<file path="src/rtl/inst_fetch_unit_pkg.sv">
// rtl/inst_fetch_unit_pkg.sv - shared constants for the instruction fetch front end
`timescale 1ns/1ps
package inst_fetch_unit_pkg;
  localparam int INST_WIDTH = 32;
  localparam logic [INST_WIDTH-1:0] NOP_INST = 32'h0000_0013;
  localparam int PC_STEP = 4;
endpackage

</file>
<file path="src/rtl/inst_fetch_unit_fifo.sv">
// rtl/inst_fetch_unit_fifo.sv - synchronous prefetch FIFO with clear and occupancy count
`timescale 1ns/1ps
module inst_fetch_unit_fifo #(
  parameter int DEPTH = 2,
  parameter int WIDTH = 64
) (
  input  logic                       clk,
  input  logic                       reset,
  input  logic                       clear_i,
  input  logic                       push_i,
  input  logic [WIDTH-1:0]           push_data_i,
  input  logic                       pop_i,
  output logic [WIDTH-1:0]           pop_data_o,
  output logic [$clog2(DEPTH):0]     count_o
);
  localparam int PW = $clog2(DEPTH);
  localparam int CW = PW + 1;

  logic [WIDTH-1:0] mem_q [DEPTH];
  logic [PW-1:0]    rd_q, wr_q;
  logic [CW-1:0]    cnt_q;

  // A push into a full FIFO is only ever paired with a pop; the read port sees the old entry.
  always_ff @(posedge clk or posedge reset) begin
    if (reset) begin
      rd_q  <= '0;
      wr_q  <= '0;
      cnt_q <= '0;
    end else if (clear_i) begin
      rd_q  <= '0;
      wr_q  <= '0;
      cnt_q <= '0;
    end else begin
      if (push_i) wr_q <= wr_q + 1'b1;
      if (pop_i)  rd_q <= rd_q + 1'b1;
      cnt_q <= cnt_q + CW'(push_i) - CW'(pop_i);
    end
  end

  always_ff @(posedge clk) begin
    if (push_i && !clear_i) mem_q[wr_q] <= push_data_i;
  end

  assign pop_data_o = mem_q[rd_q];
  assign count_o    = cnt_q;
endmodule

</file>
<file path="src/rtl/inst_fetch_unit.sv">
// rtl/inst_fetch_unit.sv - PC owner, imem request issue, prefetch buffering and IF/ID register
`timescale 1ns/1ps
module inst_fetch_unit
  import inst_fetch_unit_pkg::*;
#(
  parameter int                    ADDR_WIDTH = 32,
  parameter logic [ADDR_WIDTH-1:0] RESET_PC   = '0,
  parameter int                    FIFO_DEPTH = 2
) (
  input  logic                  clk,
  input  logic                  reset,
  output logic                  imem_req_valid,
  output logic [ADDR_WIDTH-1:0] imem_req_addr,
  input  logic                  imem_req_ready,
  input  logic                  imem_rsp_valid,
  input  logic [INST_WIDTH-1:0] imem_rsp_data,
  input  logic                  pc_sel,
  input  logic                  IF_flush,
  input  logic [ADDR_WIDTH-1:0] alu_target,
  input  logic                  stall,
  output logic [INST_WIDTH-1:0] inst,
  output logic [ADDR_WIDTH-1:0] inst_pc,
  output logic                  inst_valid
);
  localparam int CW = $clog2(FIFO_DEPTH) + 1;
  localparam int EW = INST_WIDTH + ADDR_WIDTH;
  localparam logic [CW:0] DEPTH_L = (CW+1)'(FIFO_DEPTH);
  localparam logic [ADDR_WIDTH-1:0] STEP = ADDR_WIDTH'(PC_STEP);

  logic [ADDR_WIDTH-1:0] fetch_pc_q, fetch_pc_d, resp_pc_q, resp_pc_d, target;
  logic [CW-1:0]         out_q, out_d, disc_q, disc_d, fifo_count;
  logic [CW:0]           occupancy;
  logic [EW-1:0]         fifo_rdata;
  logic [INST_WIDTH-1:0] inst_q, inst_d;
  logic [ADDR_WIDTH-1:0] pc_q, pc_d;
  logic                  valid_q, valid_d;
  logic                  redirect, req_fire, push, pop;

  assign target = {alu_target[ADDR_WIDTH-1:2], 2'b00};

  always_comb begin
    redirect       = pc_sel | IF_flush;
    occupancy      = {1'b0, out_q} + {1'b0, fifo_count};
    imem_req_valid = !reset && !redirect && (occupancy < DEPTH_L);
    req_fire       = imem_req_valid && imem_req_ready;
    push           = imem_rsp_valid && (disc_q == '0) && !redirect;
    pop            = !stall && !redirect && (fifo_count != '0);
    out_d          = out_q + CW'(req_fire) - CW'(imem_rsp_valid);

    // Everything still in flight after this cycle belongs to the wrong path.
    disc_d = disc_q;
    if (redirect) disc_d = out_d;
    else if (imem_rsp_valid && disc_q != '0) disc_d = disc_q - 1'b1;

    fetch_pc_d = fetch_pc_q;
    resp_pc_d  = resp_pc_q;
    if (redirect) begin
      fetch_pc_d = target;
      resp_pc_d  = target;
    end else begin
      if (req_fire) fetch_pc_d = fetch_pc_q + STEP;
      if (push)     resp_pc_d  = resp_pc_q + STEP;
    end

    inst_d  = inst_q;
    pc_d    = pc_q;
    valid_d = valid_q;
    if (redirect) begin
      inst_d  = NOP_INST;
      valid_d = 1'b0;
    end else if (!stall) begin
      if (fifo_count != '0) begin
        {inst_d, pc_d} = fifo_rdata;
        valid_d        = 1'b1;
      end else begin
        inst_d  = NOP_INST;
        valid_d = 1'b0;
      end
    end
  end

  always_ff @(posedge clk or posedge reset) begin
    if (reset) begin
      fetch_pc_q <= RESET_PC;
      resp_pc_q  <= RESET_PC;
      out_q      <= '0;
      disc_q     <= '0;
      inst_q     <= NOP_INST;
      pc_q       <= '0;
      valid_q    <= 1'b0;
    end else begin
      fetch_pc_q <= fetch_pc_d;
      resp_pc_q  <= resp_pc_d;
      out_q      <= out_d;
      disc_q     <= disc_d;
      inst_q     <= inst_d;
      pc_q       <= pc_d;
      valid_q    <= valid_d;
    end
  end

  inst_fetch_unit_fifo #(.DEPTH(FIFO_DEPTH), .WIDTH(EW)) u_fifo (
    .clk         (clk),
    .reset       (reset),
    .clear_i     (redirect),
    .push_i      (push),
    .push_data_i ({imem_rsp_data, resp_pc_q}),
    .pop_i       (pop),
    .pop_data_o  (fifo_rdata),
    .count_o     (fifo_count)
  );

  assign imem_req_addr = fetch_pc_q;
  assign inst          = inst_q;
  assign inst_pc       = pc_q;
  assign inst_valid    = valid_q;

  a_discard_bound: assert property (@(posedge clk) disable iff (reset) disc_q <= out_q);
endmodule

</file>
<file path="config.mk">
export PLATFORM = sky130hd
export DESIGN_NAME = inst_fetch_unit
export DESIGN_NICKNAME = d
export VERILOG_FILES = /design/src/rtl/inst_fetch_unit_pkg.sv /design/src/rtl/inst_fetch_unit_fifo.sv /design/src/rtl/inst_fetch_unit.sv
export SDC_FILE = /design/constraint.sdc
export NUM_CORES = 1
export LEC_CHECK = 0
export BUFFER_PORTS_ARGS = -buffer_cell sky130_fd_sc_hd__clkbuf_2
export CAP_MARGIN = 20
export CORE_UTILIZATION = 50
export CTS_CLUSTER_SIZE = 25
export DETAILED_ROUTE_END_ITERATION = 16
export PLACE_DENSITY_LB_ADDON = 0.1
export SLEW_MARGIN = 20
export SYNTH_ARGS = -nofsm -noshare
export SYNTH_HDL_FRONTEND = slang
export SYNTH_SLANG_ARGS = --single-unit
export TNS_END_PERCENT = 100
</file>
<file path="constraint.sdc">
create_clock -name clk -period 9.97 [get_ports clk]
set_input_delay 0.4985 -clock clk [delete_from_list [all_inputs] [get_ports clk]]
set_output_delay 0.4985 -clock clk [all_outputs]
set_load 0.01 [all_outputs]
</file>
### After elaboration in Yosys (flattened, before gate mapping)

Memories as Yosys holds them, arrays and structs flattened.
Cells that the tools add are included.
Widths: inputs -> output; s select.

| word-level totals | value |
|---|---|
| register bits | 137 |
| RAM bits | 128 |
| output and inout port bits | 98 |
| memories kept | 1 |

Memories:

| memory | words | bits a word | read ports | clocked after Yosys merged registers in | wr ports | line | text |
|---|---|---|---|---|---|---|---|
| u_fifo.mem_q | 2 | 64 | 1 | 0 | 1 | inst_fetch_unit_fifo.sv:19 | `logic [WIDTH-1:0] mem_q [DEPTH];` |

| operators by class | value |
|---|---|
| $add $sub $neg | 10 |
| magnitude comparators | 1 |
| eq/ne operators | 1 |
| mux-type cells | 19 |
| bitwise gates (word level) | 3 |
| reductions and logical operators | 20 |

Operators by type and width:

| operator | number |
|---|---|
| $mux 32 | 7 |
| $add 32x3->32 const B | 2 |
| $reduce_bool 2->1 | 6 |
| $logic_and 1x1->1 | 9 |
| $mux 1 | 9 |
| $mux 2 | 3 |
| $add 2x1->2 | 2 |
| $sub 2x1->2 | 2 |
| $add 2x2->3 | 1 |
| $logic_not 1->1 | 3 |
| $lt 3x2->1 const B | 1 |
| $reduce_and 3->1 | 1 |
| $add 1x1->1 const B | 2 |
| $logic_not 2->1 | 1 |
| $ne 2x1->1 const B | 1 |
| $not 1->1 | 2 |
| $sub 2x1->2 const B | 1 |
| $or 1x1->1 | 1 |

### Logic depth before layout (Yosys ltp)

Gate-level depths: netlist of run 1.

| depth | value |
|---|---|
| depth in word-level cells | 8 |
| mapped depth | 12 |
| depth with buffers taken out | 11 |

### Cells and area by module

A second synthesis of run 1 with hierarchy kept.

| unflattened totals | value |
|---|---|
| cell total of the unflattened synthesis | 832 |
| area, all modules | 11,019.3 um2 |

By module, submodules not included:

| module | times used | cells each | area an instance (um2) | seq. area each (um2) |
|---|---|---|---|---|
| inst_fetch_unit | 1 | 615 | 5,984.5 | 3,231.8 |
| inst_fetch_unit_fifo | 1 | 217 | 5,034.8 | 3,943.8 |

### Worst setup path after synthesis of run 1

Ideal clock, no wire load.

| timing | value |
|---|---|
| path type | in2reg |
| from | in IF_flush |
| to | mem u_fifo.mem_q[0][10] (enable) |
| setup time | 0.558 ns |
| data arrival time | 5.513 ns |
| required time | 9.412 ns |
| path slack | 3.899 ns |
| stages | 4 |
| path buffers | 2 |
| cells stage by stage | or2_2 -> clkbuf_1 -> clkbuf_1 -> nor3_1 |

| on the way | value |
|---|---|
| longest elaborated chain between the ends | 6 |

RTL lines:

| what | line | text |
|---|---|---|
| start, declared | inst_fetch_unit.sv:18 | `input logic IF_flush,` |
| $or 1x1->1 * | inst_fetch_unit.sv:42 | `redirect = pc_sel \| IF_flush;` |
| $logic_not 1->1 * | inst_fetch_unit_fifo.sv:41, inst_fetch_unit.sv:46 |  |
| $logic_and 1x1->1 | inst_fetch_unit.sv:46 | `push = imem_rsp_valid && (disc_q == '0) && !redirect;` |
| $logic_and 1x1->1 * | inst_fetch_unit_fifo.sv:41 | `if (push_i && !clear_i) mem_q[wr_q] <= push_data_i;` |
| $mux 1 * | inst_fetch_unit_fifo.sv:41 |  |
| $mux 1 (not written as such) * | inst_fetch_unit_fifo.sv:41 |  |
| end, declared | inst_fetch_unit_fifo.sv:19 |  |

Mark *: on every way between the ends. The rest lies on a longest branch, timed or not.

### Worst setup path after layout of run 1

| timing | value |
|---|---|
| from | reg u_fifo.cnt_q[0] (netlist: u_fifo.count_o[0]) |
| to | reg fetch_pc_q[21] (netlist: imem_req_addr[21]) |

| on the way | value |
|---|---|
| longest elaborated chain between the ends | 5 |

RTL lines:

| what | line | text |
|---|---|---|
| start, declared | inst_fetch_unit_fifo.sv:21 | `logic [CW-1:0] cnt_q;` |
| start signal, assigned | inst_fetch_unit_fifo.sv:36 | `cnt_q <= cnt_q + CW'(push_i) - CW'(pop_i);` |
| $add 2x2->3 | inst_fetch_unit.sv:43 | `occupancy = {1'b0, out_q} + {1'b0, fifo_count};` |
| $lt 3x2->1 | inst_fetch_unit.sv:44 | `imem_req_valid = !reset && !redirect && (occupancy < DEPTH_L);` |
| $logic_and 1x1->1 | inst_fetch_unit.sv:44 |  |
| $logic_and 1x1->1 | inst_fetch_unit.sv:45 | `req_fire = imem_req_valid && imem_req_ready;` |
| $reduce_bool 2->1 (no line) | - |  |
| end signal, assigned | inst_fetch_unit.sv:92 | `fetch_pc_q <= fetch_pc_d;` |
| end, declared | inst_fetch_unit.sv:30 | `logic [ADDR_WIDTH-1:0] fetch_pc_q, fetch_pc_d, resp_pc_q, resp_pc_d, target;` |

No other way between the ends.
A chain may end at the register's enable or synchronous reset.

==> results.py, run 1 <==
metrics = {
    "cts": {
        "path_clk_slew_ps": 60,
        "clk_path_buf_depth": 3,
        "post_cts_buffers": 0,
        "cts_root_buffer": "clkbuf_16",
        "hold_buffers": 0,
        "cts_resized": 0,
        "clkSinkCount": 255,
        "cts_made_buffers": 26,
        "cts_tree": "done",
        "htreeDepth": 1,
        "worstSkewPairLatency_ps": 510,
    },
    "synth": {
        "synth_top_family_by_area": "simple AND/OR/NAND/NOR gates",
        "synthTopCellsByCount": "dfrtp_1 (128), edfxtp_1 (124), nand2_1 (100)",
        "synth.area.mux_share_pct": 6.24,
        "synth-simple-area-share_pct": 13.4,
        "synth_compound_gate_area_share_pct": 8.88,
        "synth_edf_count": 124,
        "netlist_area_um2": 10600,
        "ys_top_cells_by_area": "edfxtp_1 (35%), dfrtp_1 (30%), mux2i_1 (6.0%)",
        "yosysMostFrequentCell": "dfrtp_1",
        "ys.flop_type": "dfrtp_1",
        "synthArstFlopShare_pct": 51.4,
        "synth_top_area_share_pct": 35.0,
        "synthCells": 856,
        "yosys_warnings": 0,
        "yosysTopAreaCell": "edfxtp_1",
        "synthXorXnorAreaFrac_pct": 1.98,
        "ys_seq_area_share_pct": 65.9,
        "synthAdderAreaFrac_pct": 1.01,
        "syn_area_per_cell_um2": 12.4,
        "synth-seq-cells": 255,
        "synthDistinctLibCells": 49,
    },
    "placement": {
        "dp_hpwl_um": 14500,
        "gp_congestion": 0.866,
        "place_area_um2": 11700,
        "numPortBuffers": 162,
        "dp_cells": 1257,
        "place_ws_ps": 6830,
    },
    "timing": {
        "period_share_pct": 28.7,
        "rsz0062_at_grt": "no",
        "setup_ws_ps": 7110,
        "setup_viol": 0,
        "fmax_ghz": 0.350,
        "maxSlewHeadroom_pct": 41.5,
        "whs_ps": 87.5,
        "worst_clock_skew_ps": 9.53,
        "fin_setup_tns_ps": 0,
        "worst_pin_slew_ps": 877,
        "slew_violations": 0,
        "period_minus_slack_ps": 2860,
        "hold_viol_final": 0,
    },
    "power": {
        "power_switching_mw": 0.575,
        "max-vdd-ir-drop_v": 0.000104,
        "switching_share_pct": 23.7,
        "p_leak_nw": 4.94,
        "p_clk_share_pct": 39.0,
        "power_density_nw_per_um2": 193,
        "finalPower_mw": 2.42,
        "p_int_mw": 1.85,
        "seq_power_share_pct": 50.9,
        "comb_power_share_pct": 10.0,
    },
    "die": {
        "io_pins": 169,
        "fp.dieArea_um2": 21800,
        "die_w_um": 148,
        "rows": 52,
        "start_util_pct": 51.7,
        "core_um2": 20600,
        "die_height_um": 148,
    },
    "grt": {
        "gr-usage-met3_pct": 3.02,
        "grt_max_degree": 94,
        "grt_usage_pct": 20.6,
        "grt_pass1_vias": 6761,
        "antenna_found_initial": 0,
        "grt_use_met2_pct": 32.4,
        "grt_use_met1_pct": 30.2,
        "grt_pass1_wl_um": 35500,
        "grt_overflow": 0,
        "busiest_layer": "met2",
    },
    "layout": {
        "final_area_um2": 12500,
        "fillers": 1718,
        "area_growth_pct": 18.1,
        "drive_above_1_share_pct": 22.9,
        "diodes": 0,
        "nets": 1094,
        "final_core_util_pct": 61.0,
        "fin_cells": 1305,
    },
    "worst_setup_path": {
        "cp.required_ps": 10400,
        "crit_fanout": 12,
        "crit_path_end_kind": "flop",
        "worstPathArrival_ps": 3290,
        "regToRegSetupSlack_ps": 7110,
        "worstSetupStartpointType": "flop",
        "path_class": "flop to flop",
    },
    "drt": {
        "drtIter0Drc": 473,
        "via_per_inst": 5.50,
        "drc": 0,
        "drt_first_pass_iters": 7,
        "wl_per_cell_um": 17.1,
        "num_vias": 7171,
        "ant_nets": 0,
        "finalWirelength_um": 22300,
    },
    "job": {
        "cap_viol_max_count": 0,
    },
    "run_status": {
        "status": "finished clean",
    },
    "hold_path": {
        "min_path_type": "input port to asynchronous set/reset pin",
    },
}
## flip-flops by register name, summed over array words and instances, names as in the netlist
signal and count:
out_q 2, disc_q 2, inst_valid 1, inst_pc 30, resp_pc_q 30, imem_req_addr 30, u_fifo.count_o 2, u_fifo.wr_q 1
u_fifo.rd_q 1, u_fifo.mem_q 124, inst 32
## logic make-up (layout without fill, tap and decap cells)
group,count (synthesis),in the layout
DFF,255,255
adders and majority gates,8,8
and+or+nand+nor,284,284
xor gates and xnor gates,24,24
AOI/OAI and AO/OA,157,157
muxes,66,66
other,1,4
buffers and inverters,61,237
## routing by layer
metal	share of wire (%)	vias to the layer above
met4	1.5	0
met3	6.3	27
met5	0	-
met2	45	223
met1	47	3443
li1	-	3478
## path summary, 6_finish.rpt
kind,startpoint,endpoint,cells past startpoint
min in group clk,imem_rsp_data[31],u_fifo.mem_q[1][63]$_DFFE_PP_,1
hold reg to reg,inst_pc[30]$_DFFE_PP0P_,inst_pc[30]$_DFFE_PP0P_,2
setup / recovery,u_fifo.count_o[0]$_DFF_PP0_,imem_req_addr[21]$_DFFE_PP0P_,7
setup reg to reg,u_fifo.count_o[0]$_DFF_PP0_,imem_req_addr[21]$_DFFE_PP0P_,7
max in group asynchronous,reset,u_fifo.rd_q$_DFFE_PP0P_,3
hold / removal,reset,imem_req_addr[14]$_DFFE_PP0P_,2
## cell type report
cell class | count | area, um2 | area share, %
Tap cell | 270 | 338 | 2.69
Multi-Input combinational cell | 543 | 3380 | 27.0
Timing Repair Buffer | 173 | 893 | 7.12
Clock inverter | 2 | 10.0 | 0.0798
Sequential cell | 255 | 7010 | 55.9
Inverter | 16 | 65.1 | 0.519
Clock buffer | 46 | 848 | 6.76
## cells in the final DEF, fill, tap and decap left out, drive strengths merged, types with 14 or more instances in the layout
cell	count
nand4	21
or4	19
edfxtp	124
o31ai	15
nor4	17
xnor2	14
mux2i	64
inv	16
dfrtp	128
a31oi	21
a211oi	14
nor2	58
clkbuf	208
nand2	100
nand3	17
a21oi	24
o21ai	68
## worst max-delay path, stage by stage, from the launching register on
cell and delay (ps):
dfrtp_1 410, and2_1 160, fa_1 490, nor4b_2 290, buf_4 230, nand4_1 380
or4_1 640, a31oi_1 190
## power by group through the flow
stage,registers [mW],logic (mW),clock network (mW)
detailed placement,1.25,0.246,0
finish,1.23,0.243,0.946
global route,1.24,0.271,1.01
global placement,1.25,0.241,0
floorplan,1.26,0.137,0
CTS,1.23,0.247,0.970
(Power assumes the default switching activity.)
==> run 2: changes to the inputs <==
==> constraint.sdc (replaced) <==
create_clock -name clk -period 2.58 [get_ports clk]
set_input_delay 0.129 -clock clk [delete_from_list [all_inputs] [get_ports clk]]
set_output_delay 0.129 -clock clk [all_outputs]
set_load 0.01 [all_outputs]
==> results.py, run 2 (synthesis gave the netlist of run 1 again) <==
metrics = {
    "drt": {
        "num_vias": 7591,
        "drc": 0,
        "wl_per_cell_um": 17.1,
        "via_per_inst": 5.42,
        "finalWirelength_um": 23900,
        "ant_nets": 0,
        "drt_first_pass_iters": 4,
        "drtIter0Drc": 492,
    },
    "cts": {
        "clkSinkCount": 255,
        "cts_made_buffers": 27,
        "cts_root_buffer": "clkbuf_16",
        "clk_path_buf_depth": 3,
        "worstSkewPairLatency_ps": 520,
        "htreeDepth": 1,
        "cts_tree": "done",
        "path_clk_slew_ps": 60,
    },
    "worst_setup_path": {
        "critical_path.cell_chain": "and2_4 > fa_1 > nor4b_2 > buf_4 > nand2_4 > ha_4 > inv_2 > ha_4 > xnor2_2 > xnor2_1 > nand2_1 > o21ai_1",
        "cp.required_ps": 3030,
        "path_class": "flop to flop",
        "worstSetupStartpointType": "flop",
        "critical-path-slowest-cell": "fa_1",
        "worstPathArrival_ps": 3030,
        "max_stage_delay_ps": 500,
        "crit_start": "u_fifo.count_o[0]$_DFF_PP0_",
        "crit_fanout": 3,
        "crit_top_cell": "ha_4",
        "r2r-start": "u_fifo.count_o[0]$_DFF_PP0_",
        "crit_path_end_kind": "flop",
    },
    "hold_path": {
        "min_path_type": "input port to flop",
        "hp-start": "imem_rsp_valid",
    },
    "timing": {
        "maxSlewHeadroom_pct": 42.3,
        "rsz0062_at_grt": "yes",
        "slew_violations": 0,
        "setup_viol": 1,
        "hold_viol_final": 0,
        "period_share_pct": 100,
        "whs_ps": 90.2,
        "setup_ws_ps": -5.60,
        "fmax_ghz": 0.387,
        "period_minus_slack_ps": 2590,
        "worst_pin_slew_ps": 865,
        "worst_clock_skew_ps": 10.9,
    },
    "layout": {
        "diodes": 0,
        "final_area_um2": 13600,
        "nets": 1190,
        "drive_above_1_share_pct": 24.9,
        "regMostFlops": "u_fifo.mem_q",
        "area_growth_pct": 28.4,
        "final_core_util_pct": 66.4,
        "largest_reg_flops": 124,
        "fin_cells": 1401,
        "layout_commonest_cell": "clkbuf_2",
        "final_cell_mix": "clkbuf_2 (163), dfrtp_1 (127), edfxtp_1 (124), nand2_1 (98), o21ai_0 (67)",
    },
    "placement": {
        "dp_hpwl_um": 15500,
        "dp_cells": 1276,
        "place_area_um2": 12000,
        "numPortBuffers": 162,
        "place_ws_ps": -20.3,
        "gp_congestion": 0.873,
    },
    "die": {
        "start_util_pct": 51.7,
        "io_pins": 169,
        "rows": 52,
        "die_height_um": 148,
        "core_um2": 20600,
        "die_w_um": 148,
        "fp.dieArea_um2": 21800,
    },
    "power": {
        "power_density_nw_per_um2": 701,
        "max-vdd-ir-drop_v": 0.000348,
        "p_leak_nw": 5.41,
    },
    "grt": {
        "grt_max_degree": 93,
        "grt_usage_pct": 22.3,
        "grt_overflow": 0,
        "grt_pass1_wl_um": 38800,
        "grt_pass1_vias": 7366,
        "antenna_found_initial": 0,
    },
    "run_status": {
        "status": "complete, but fails checks",
        "violations": "negative setup slack",
    },
    "job": {
        "cap_viol_max_count": 0,
    },
}
==> run 2: cell count changes in the layout (fill, tap and decap cells not counted), sizes merged <==
| cell | previous run | this run |
|---|---|---|
| clkbuf | 208 | 204 |
| buf | 11 | 39 |
| clkinvlp | 0 | 2 |
| dlygate4sd3 | 0 | 66 |
| clkinv | 2 | 6 |
==> run 2: path summary, 6_finish.rpt <==
kind / slack [ps] / to / cells past startpoint
max: -6 / disc_q[1]$_DFFE_PP0P_ / 12
min: 90 / out_q[1]$_DFF_PP0_ / 3
max reg2reg: -6 / disc_q[1]$_DFFE_PP0P_ / 12
min reg2reg: 480 / inst[27]$_DFFE_PP0P_ / 2
max in group asynchronous: 1530 / imem_req_addr[12]$_DFFE_PP0P_ / 4
min in group asynchronous: 340 / resp_pc_q[12]$_DFFE_PP0P_ / 3
==> run 2: routing by layer <==
layer | global-route usage (%) | up-vias | wire [um]
li1 | - | 3694 | -
met1 | 32.4 | 3634 | 11000
met2 | 35.8 | 230 | 11100
met3 | 3.09 | 33 | 1400
met4 | 5.00 | 0 | 418
met5 | 0 | - | 0
==> run 2: timing repair <==
action                                  in CTS  in global routing
buffers inserted                             4                  6
hold endpoints to repair                   144                  0
endpoints found under the setup margin       4                 13
pin swaps                                    1                 14
gates resized for setup                      0                 18
hold buffers                                66                  0
==> run 2: metrics by stage <==
step | setup TNS [ps] | total power [mW]
global placement | 0 | 5.85
global route | -97.0 | 10.0
CTS | -6.40 | 9.59
finish | -5.60 | 9.57
floorplan | -3800 | 5.43
detailed placement | -20.3 | 5.88
==> run 2: worst max-delay path, delay by kind of cell (launching register included) <==
family / cells / cell delay (ps)
flip-flops: 1 / 390
buffers and inverters: 2 / 210
adder cells (fa/ha/maj): 3 / 930
AO/OA/AOI/OAI: 1 / 80
XOR/XNOR: 2 / 340
AND/OR/NAND/NOR: 4 / 580
==> run 2: area by class of cell <==
| type | count | area (um2) |
|---|---|---|
| clock buffers | 41 | 800 |
| clock inverters | 8 | 43.8 |
| fillers | 1610 | 6920 |
| inverters | 16 | 63.8 |
| multi-input cells | 543 | 3500 |
| flip-flops and latches | 255 | 7010 |
| well taps | 270 | 338 |
| repair buffers | 268 | 1890 |
==> run 2: where the power goes <==
group          leakage, nW  switching [mW]  internal (mW)
registers             2.75           0.223           4.56
logic                 2.24           0.631          0.540
clock network        0.414            1.49           2.13
==> run 3: changes to the inputs <==
--- a/config.mk
+++ b/config.mk
@@ -10,6 +10,7 @@
 export CORE_UTILIZATION = 50
 export CTS_CLUSTER_SIZE = 25
 export DETAILED_ROUTE_END_ITERATION = 16
+export MAX_ROUTING_LAYER = met4
 export PLACE_DENSITY_LB_ADDON = 0.1
 export SLEW_MARGIN = 20
 export SYNTH_ARGS = -nofsm -noshare
==> results.py, run 3 (synthesis gave the netlist of run 1 again) <==
metrics = {
    "run_status": {
        "status": "finished clean",
    },
    "worst_setup_path": {
        "crit_top_cell": "ha_4",
        "crit_fanout": 3,
        "cp.buffers_inverters": 2,
        "worstSetupStartpointType": "flop",
        "critPathTopFamily": "adder cells",
        "critical-path-slowest-cell": "fa_1",
        "worstPathArrival_ps": 3020,
        "crit_path_end_kind": "flop",
        "cp.required_ps": 3030,
        "max_stage_delay_ps": 500,
        "path_class": "flop to flop",
        "critical_path.cell_chain": "and2_4 > fa_1 > nor4b_2 > buf_4 > nand2_4 > ha_4 > inv_2 > ha_4 > xnor2_2 > xnor2_1 > nand2_1 > o21ai_1",
    },
    "placement": {
        "numPortBuffers": 162,
        "gp_congestion": 0.887,
        "dp_cells": 1276,
        "dp_hpwl_um": 15500,
    },
    "layout": {
        "final_core_util_pct": 66.4,
        "drive_above_1_share_pct": 24.9,
        "layout_commonest_cell": "clkbuf_2",
        "regMostFlops": "u_fifo.mem_q",
        "fin_cells": 1401,
        "diodes": 0,
        "largest_reg_flops": 124,
        "area_growth_pct": 28.4,
        "final_cell_mix": "clkbuf_2 (163), dfrtp_1 (127), edfxtp_1 (124), nand2_1 (98), o21ai_0 (67)",
        "nets": 1190,
    },
    "timing": {
        "setup_viol": 0,
        "fin_setup_tns_ps": 0,
        "fmax_ghz": 0.388,
        "period_share_pct": 99.8,
        "worst_pin_slew_ps": 839,
        "rsz0062_at_grt": "yes",
        "whs_ps": 88.2,
        "maxSlewHeadroom_pct": 44.1,
        "period_minus_slack_ps": 2570,
        "worst_clock_skew_ps": 9.71,
        "hold_viol_final": 0,
        "slew_violations": 0,
    },
    "drt": {
        "via_per_inst": 5.42,
        "drc": 0,
        "num_vias": 7592,
        "drt_first_pass_iters": 5,
        "finalWirelength_um": 23900,
        "drtIter0Drc": 529,
        "ant_nets": 0,
        "wl_per_cell_um": 17.1,
    },
    "die": {
        "io_pins": 169,
        "core_um2": 20600,
        "rows": 52,
        "die_w_um": 148,
        "die_height_um": 148,
        "start_util_pct": 51.7,
        "fp.dieArea_um2": 21800,
    },
    "cts": {
        "path_clk_slew_ps": 60,
        "cts_root_buffer": "clkbuf_16",
        "cts_tree": "done",
        "cts_made_buffers": 27,
        "clk_path_buf_depth": 3,
        "worstSkewPairLatency_ps": 520,
        "htreeDepth": 1,
        "clkSinkCount": 255,
    },
    "grt": {
        "grt_pass1_vias": 7381,
        "antenna_found_initial": 0,
        "grt_overflow": 0,
        "grt_max_degree": 93,
        "grt_usage_pct": 23.0,
        "grt_pass1_wl_um": 38800,
    },
    "power": {
        "max-vdd-ir-drop_v": 0.000348,
        "p_leak_nw": 5.41,
        "finalPower_mw": 9.57,
        "power_density_nw_per_um2": 701,
    },
    "job": {
        "cap_viol_max_count": 0,
    },
    "hold_path": {
        "min_path_type": "input port to flop",
    },
}
[run 3: cell counts in the layout (fill, tap and decap cells not counted)]
Identical to the previous run, type by type.
[run 3: layer usage]
| layer | track usage (%) | up-vias | wire [um] |
|---|---|---|---|
| met5 | - | - | 0 |
| met4 | 5.00 | 0 | 384 |
| met3 | 2.96 | 32 | 1360 |
| met2 | 36.0 | 223 | 11200 |
| met1 | 32.3 | 3648 | 11000 |
| li1 | - | 3689 | - |
[run 3: final timing paths]
path / from / to / slack, ps / depth (start not counted)
max: u_fifo.count_o[0]$_DFF_PP0_ / disc_q[1]$_DFFE_PP0P_ / 6 / 12
min: imem_rsp_valid / out_q[1]$_DFF_PP0_ / 90 / 3
max reg2reg: u_fifo.count_o[0]$_DFF_PP0_ / disc_q[1]$_DFFE_PP0P_ / 6 / 12
min reg2reg: inst[27]$_DFFE_PP0P_ / inst[27]$_DFFE_PP0P_ / 480 / 2
max in group asynchronous: reset / imem_req_addr[12]$_DFFE_PP0P_ / 1530 / 4
min in group asynchronous: reset / resp_pc_q[12]$_DFFE_PP0P_ / 350 / 3
[run 3: tightest hold or removal path, stage by stage]
cell and delay [ps]:
clkbuf_2 190, ha_4 160, xnor2_1 70
[run 3: report_power, final]
part	internal [mW]	switching [mW]	total [mW]
Sequential	4.56	0.224	4.78
Clock	2.13	1.49	3.62
Combinational	0.540	0.630	1.17
[run 3: repair_timing]
item,in CTS,in global routing
hold buffers,66,0
gates resized for setup,0,18
pin swaps,1,14
endpoints found under the hold margin,144,0
endpoints found under the setup margin,4,13
buffers inserted,4,6
[run 3: per-stage QoR]
step | worst slack (ps) | cell area (um2)
after CTS | -6.40 | 13500
after detailed placement | -20.3 | 12000
final | 5.53 | 13600
after global routing | -88.4 | 13600
after floorplan | -61.2 | 10700
after global placement | 53.7 | 12000
[run 3: area by class of cell]
type / instances / area (um2)
Clock buffer: 41 / 800
Clock inverter: 8 / 43.8
Fill cell: 1610 / 6920
Inverter: 16 / 63.8
Multi-Input combinational cell: 543 / 3500
Sequential cell: 255 / 7010
Tap cell: 270 / 338
Timing Repair Buffer: 268 / 1890
